`src/rtl/encrypt_store_pkg.sv`:
```
// Shared types and helpers for the rotate-multiply-store engine.
// Latency: n/a (declarations only).
// Backpressure: n/a.
package encrypt_store_pkg;

  typedef enum logic [1:0] {
    IDLE  = 2'd0,
    MUL   = 2'd1,
    STORE = 2'd2
  } state_t;

  localparam int DEF_WIDTH = 4;
  localparam int DEF_DEPTH = 16;
  localparam int DEF_RW    = $clog2(DEF_WIDTH);
  localparam int DEF_AW    = $clog2(DEF_DEPTH);

  // Rotate the low w bits of v right by amt; bits above w are returned as 0.
  // Operands up to 32 bits wide are supported.
  function automatic logic [31:0] rotr(input logic [31:0] v, input logic [4:0] amt,
                                       input int unsigned w);
    logic [31:0] mask;
    logic [31:0] lo;
    mask = (w >= 32) ? 32'hFFFF_FFFF : ((32'd1 << w) - 32'd1);
    lo   = v & mask;
    // amt == 0 shifts the copy by w, which the mask then discards
    return ((lo >> amt) | (lo << (w - 32'(amt)))) & mask;
  endfunction

endpackage

```
`src/rtl/seq_shift_add_mul.sv`:
```
// Unsigned shift-add multiplier, one multiplier bit retired per cycle.
// Latency: WIDTH cycles from start; last flags the cycle whose edge completes it.
// Backpressure: none; start is ignored while busy, abort cancels immediately.
module seq_shift_add_mul #(
  parameter int WIDTH = 4
) (
  input  logic                 clk,
  input  logic                 rst_n,
  input  logic                 abort,
  input  logic                 start,
  input  logic [WIDTH-1:0]     m_in,
  input  logic [WIDTH-1:0]     q_in,
  output logic                 busy,
  output logic                 last,
  output logic [2*WIDTH-1:0]   prod_nxt
);

  localparam int CW = $clog2(WIDTH + 1);

  logic [WIDTH-1:0] m;
  logic [WIDTH-1:0] a;
  logic [WIDTH-1:0] q;
  logic             c;
  logic [CW-1:0]    cnt;
  logic [WIDTH:0]   ca;

  // Conditional add of M into {C,A}; the shift is folded into the register update
  always_comb begin
    ca = {c, a};
    if (q[0]) ca = {1'b0, a} + {1'b0, m};
  end

  // {C,A,Q} after this cycle's add-and-shift, i.e. the product once the counter expires
  assign prod_nxt = {ca[WIDTH:1], ca[0], q[WIDTH-1:1]};
  assign last     = busy && (cnt == CW'(1));

  // Operand load, per-bit add/shift and bit counter
  always_ff @(posedge clk) begin
    if (!rst_n) begin
      m    <= '0;
      a    <= '0;
      q    <= '0;
      c    <= 1'b0;
      cnt  <= '0;
      busy <= 1'b0;
    end else if (abort) begin
      busy <= 1'b0;
      cnt  <= '0;
    end else if (start && !busy) begin
      m    <= m_in;
      q    <= q_in;
      a    <= '0;
      c    <= 1'b0;
      cnt  <= CW'(WIDTH);
      busy <= 1'b1;
    end else if (busy) begin
      c   <= 1'b0;
      a   <= ca[WIDTH:1];
      q   <= {ca[0], q[WIDTH-1:1]};
      cnt <= cnt - CW'(1);
      if (cnt == CW'(1)) busy <= 1'b0;
    end
  end

endmodule

```
`src/rtl/encrypt_store_engine.sv`:
```
// Rotates num right, multiplies by key and stores the product at an auto-incrementing address.
// Latency: done pulses WIDTH cycles after accept; next accept possible WIDTH+2 cycles after accept.
// Backpressure: in_ready low while busy, and (WRAP=0) once the buffer is full until clr/reset.
module encrypt_store_engine
  import encrypt_store_pkg::*;
#(
  parameter int WIDTH = DEF_WIDTH,
  parameter int DEPTH = DEF_DEPTH,
  parameter int WRAP  = 0
) (
  input  logic                       clk,
  input  logic                       rst_n,
  input  logic                       clr,
  input  logic                       in_valid,
  output logic                       in_ready,
  input  logic [WIDTH-1:0]           num,
  input  logic [WIDTH-1:0]           key,
  input  logic [$clog2(WIDTH)-1:0]   rot_amt,
  output logic                       done,
  output logic [2*WIDTH-1:0]         result,
  output logic [$clog2(DEPTH)-1:0]   wr_ptr,
  output logic                       full,
  input  logic                       rd_en,
  input  logic [$clog2(DEPTH)-1:0]   rd_addr,
  output logic [2*WIDTH-1:0]         rd_data
);

  localparam int AW = $clog2(DEPTH);

  state_t               state;
  logic [AW:0]          count;
  logic                 accept;
  logic                 mul_busy;
  logic                 mul_last;
  logic [2*WIDTH-1:0]   mul_prod;
  logic [WIDTH-1:0]     num_rot;
  logic [2*WIDTH-1:0]   mem [DEPTH];

  assign full     = (count == (AW+1)'(DEPTH));
  assign in_ready = (state == IDLE) && (!full || (WRAP != 0));
  // clr wins over a simultaneous accept
  assign accept   = in_valid && in_ready && !clr;
  assign num_rot  = WIDTH'(rotr(32'(num), 5'(rot_amt), WIDTH));

  seq_shift_add_mul #(.WIDTH(WIDTH)) u_mul (
    .clk      (clk),
    .rst_n    (rst_n),
    .abort    (clr),
    .start    (accept),
    .m_in     (num_rot),
    .q_in     (key),
    .busy     (mul_busy),
    .last     (mul_last),
    .prod_nxt (mul_prod)
  );

  // Control FSM with registered done/result, write pointer and occupancy count
  always_ff @(posedge clk) begin
    if (!rst_n) begin
      state  <= IDLE;
      wr_ptr <= '0;
      count  <= '0;
      done   <= 1'b0;
      result <= '0;
    end else if (clr) begin
      state  <= IDLE;
      wr_ptr <= '0;
      count  <= '0;
      done   <= 1'b0;
    end else begin
      case (state)
        IDLE: begin
          if (accept) state <= MUL;
        end
        MUL: begin
          if (mul_last) begin
            result <= mul_prod;
            done   <= 1'b1;
            state  <= STORE;
          end else if (!mul_busy) begin
            state <= IDLE;
          end
        end
        STORE: begin
          done   <= 1'b0;
          wr_ptr <= wr_ptr + AW'(1);
          if (!full) count <= count + (AW+1)'(1);
          state  <= IDLE;
        end
        default: state <= IDLE;
      endcase
    end
  end

  // Result buffer write; contents survive reset and clr
  always_ff @(posedge clk) begin
    if (rst_n && !clr && (state == STORE)) mem[wr_ptr] <= result;
  end

  // Registered read port; a same-edge write to the same address is not visible yet
  always_ff @(posedge clk) begin
    if (!rst_n) rd_data <= '0;
    else if (rd_en) rd_data <= mem[rd_addr];
  end

endmodule

```
`config.mk`:
```
export PLATFORM = sky130hd
export DESIGN_NAME = encrypt_store_engine
export DESIGN_NICKNAME = d
export VERILOG_FILES = /design/src/rtl/encrypt_store_pkg.sv /design/src/rtl/seq_shift_add_mul.sv /design/src/rtl/encrypt_store_engine.sv
export SDC_FILE = /design/constraint.sdc
export NUM_CORES = 1
export LEC_CHECK = 0
export ABC_AREA = 1
export BUFFER_PORTS_ARGS = -buffer_cell sky130_fd_sc_hd__buf_2
export CORE_ASPECT_RATIO = 0.7
export CORE_UTILIZATION = 55
export CTS_CLUSTER_DIAMETER = 100
export CTS_CLUSTER_SIZE = 25
export DETAILED_ROUTE_END_ITERATION = 6
export PLACE_DENSITY = 0.8
export SLEW_MARGIN = 25
export SYNTH_ARGS = -nofsm -noshare
export SYNTH_HDL_FRONTEND = slang
export SYNTH_HIERARCHICAL = 1
export SYNTH_SLANG_ARGS = --single-unit
```
`constraint.sdc`:
```
create_clock -name clk -period 2.6 [get_ports clk]
set_input_delay 0.52 -clock clk [delete_from_list [all_inputs] [get_ports clk]]
set_output_delay 0.52 -clock clk [all_outputs]
set_load 0.02 [all_outputs]
```
==> metrics.txt <==
Final Hold Fails 0; drt total wl around 17000 um; logic gate share of total power 5.8%; DRC 0; Critical Path Source Type flop; Final ANT Viol Nets 0; Setup WS pre-CTS about 490 ps; largest family of logic cells by synthesized area simple AND/OR/NAND/NOR gates; GP Congestion 0.813; num rows 35; Avg Cell Area, Syn between 9 and 10 sq um; Slew @ Worst Pin approximately 620 ps; first-pass GRT wire length 27300 um; fraction of synthesized area in multiplexers 0%; floorplan core area 0.0132 sq mm; Routed WL per cell 17.1 um; Cell Chain, Critical Path inv_1 > ha_1 > nand2_1 > nor2_1 > nor3_1 > nand2_1 > nor2_1 > inv_2 > nor2_2 > buf_4 > inv_1 > nand2_1 > a21oi_1 > a21oi_1 > nor2_1; clock root buffer master clkbuf_16; P_leak between 0.003 and 0.004 uW; CP Data Arrival Time ~2500 ps; clock-pin slew on the worst setup and hold paths 60 ps; fin crit period 2150 ps; First-pass DRT Iterations 5; Setup Fix Bufs, Post-CTS 0; switching power total 1260 uW; MaxCap Viol Count 0; VDD IR max 0.000453 V; Syn Std Cell Area 0.00749 sq mm; pwr/cell area 677 mW/mm^2; DIE AREA 0.0141 sq mm; count of different cell masters after synthesis 33; CTS H-Tree Depth 4; Worst Hold Class input port to flop; sequential element share of the synthesized area 63.1%; most common cell after layout, fill and taps aside nand2_1; die width 141 um; Final Setup Violations 0; Die Height between 90 and 100 um; commonest non-fill, non-tap cells in the layout nand2_1, edfxtp_1, nand3_1, nor2_1, dfxtp_1; Synth Area in Compound Gates 4.14%; fraction of layout cells with a size suffix above 1 13.8%; max-slew violation count 0; leading area contributor after synthesis edfxtp_1; largest net degree at the start of global routing 55; Overflow after GRT 0; CTS max path bufs 2; top post-synthesis cells by area edfxtp_1, nand2_1, dfxtp_1; vias in the first global route 5211; Hold-fix buffers, CTS 0; GRT Util Overall 26.3%; max frequency 464 MHz; Cell Int Power 4480 uW; post-synth top area share between 50% and 60%; clock buffer count from CTS 17; Via density 5.50; Tcrit/Tclk final 82.9%; clock power share a little over two fifths; Initial Utilization between 50 and 60%; post-cts sizing count 0; ANT cells 0; DP HPWL 11000 um; Synth Net Count 790; switching share of power 21.9%; crit path capture type flop; Post-Syn Instances 757; critical path type flop to flop; Synthesis Warnings 6; via count 5558; initial antenna violation count 0; setup TNS 0 ps; Synth Register Bits 172; Post-Synth Simple-Gate Area 24.6%; Layout area overhead 13.0%; Slew HR 58.7%; DRT iter0 DRCs 623; Crit Path Max Fanout 11; RSZ-0062 raised after global routing false; I/O pins between 40 and 50; adder-cell share of the synthesized area 2.44%; CTS tree done; port bufs 41; Setup WS post-layout between 400 and 500 ps; sequential power share 51.2%; Worst path max stage delay about 330 ps; WP data required 2900 ps; Crit-path slowest cell dfxtp_1; clock latency on the worst-skew pair 430 ps; run status finished, final reports clean; nets approximately 850; XOR/XNOR share of the synthesized area 0%; CTS sink count 172; clock skew ~10 ps
## synth_stat cells
master    number
nor2_2         2
inv_1         41
nor4_1         1
o211ai_1       2
and3_1         1
buf_2         11
o21ai_2        3
a211oi_1       1
nand2_2        1
o21ai_0       19
nand4_1        1
edfxtp_1     128
or2_0          1
nand2_1      236
nand3_1      116
inv_2          4
ha_1          13
a31oi_1        2
and2_1         1
nor3_1        10
or2_2          1
buf_4          8
o221ai_1       1
fa_1           1
buf_6         12
dfxtp_1       44
nand3b_1       1
nor2_4         2
clkbuf_1       2
nor2_1        64
a21oi_1       22
clkinv_1       1
a21oi_2        4
## final cells by class
cell class | instances | area [sq um]
clock buffer | 27 | 512
timing repair buffer | 70 | 435
tap | 185 | 231
sequential | 172 | 4720
multi-input combinational | 506 | 2340
clock inverter | 5 | 56.3
fill | 1009 | 4760
inverter | 46 | 173
## power by group through the flow
stage	logic (uW)	clock network [uW]	registers (uW)
finish	334	2470	2930
detailed placement	327	0	2990
global placement	318	0	2990
global route	377	2600	2940
floorplan	242	0	3000
CTS	331	2480	2930
## routing by layer
layer / global-route usage (%) / vias to the layer above / routed length (um)
met3: 6.64 / 31 / 1590
met4: 11.2 / 0 / 375
li1: - / 2666 / -
met2: 40.0 / 283 / 7830
met5: 0 / - / 0
met1: 36.1 / 2578 / 7510
## cells by family after synthesis
family / Yosys count
simple gates: 438
fa+ha+maj: 14
flops: 172
compound gates: 54
buf+inv: 79
## metrics by stage
| step | utilization, % | area (sq um) | std cells | total power (uW) | hold WS, ps |
|---|---|---|---|---|---|
| 6_report | 64.0 | 8470 | 1011 | 5730 | 368 |
| 5_1_grt | 64.0 | 8470 | 1011 | 5910 | 366 |
| 4_1_cts | 64.0 | 8470 | 1011 | 5740 | 363 |
| 3_5_place_dp | 59.7 | 7900 | 979 | 3320 | 462 |
| 3_3_place_gp | 59.7 | 7900 | 979 | 3310 | 451 |
| 2_1_floorplan | - | 7490 | 757 | 3250 | 438 |
## sequential cells by signal, summed over array words and instances (netlist names)
name,flops
u_mul/a,4
state,2
u_mul/m,4
u_mul/cnt,3
done,1
count,5
mem,128
rd_data,8
u_mul/busy,1
result,8
wr_ptr,4
u_mul/q,4
## worst max-delay path, delay by kind of cell, from the launching register on
kind	cells	cell delay, ps
adders and majority gates	1	200
AOI/OAI and AO/OA	2	190
buffers and inverters	4	450
and+or+nand+nor	8	880
DFF	1	330
## worst paths after layout
check	start	end	slack (ps)	cells past startpoint
worst max register to register	count[0]	u_mul/q[3]	450	15
worst min register to register	u_mul/m[2]	u_mul/m[2]	470	2
worst max-delay path	count[0]	u_mul/q[3]	450	15
worst min-delay path	key[2]	u_mul/q[2]	370	3
Note: power is estimated with default switching activity, not from simulation.
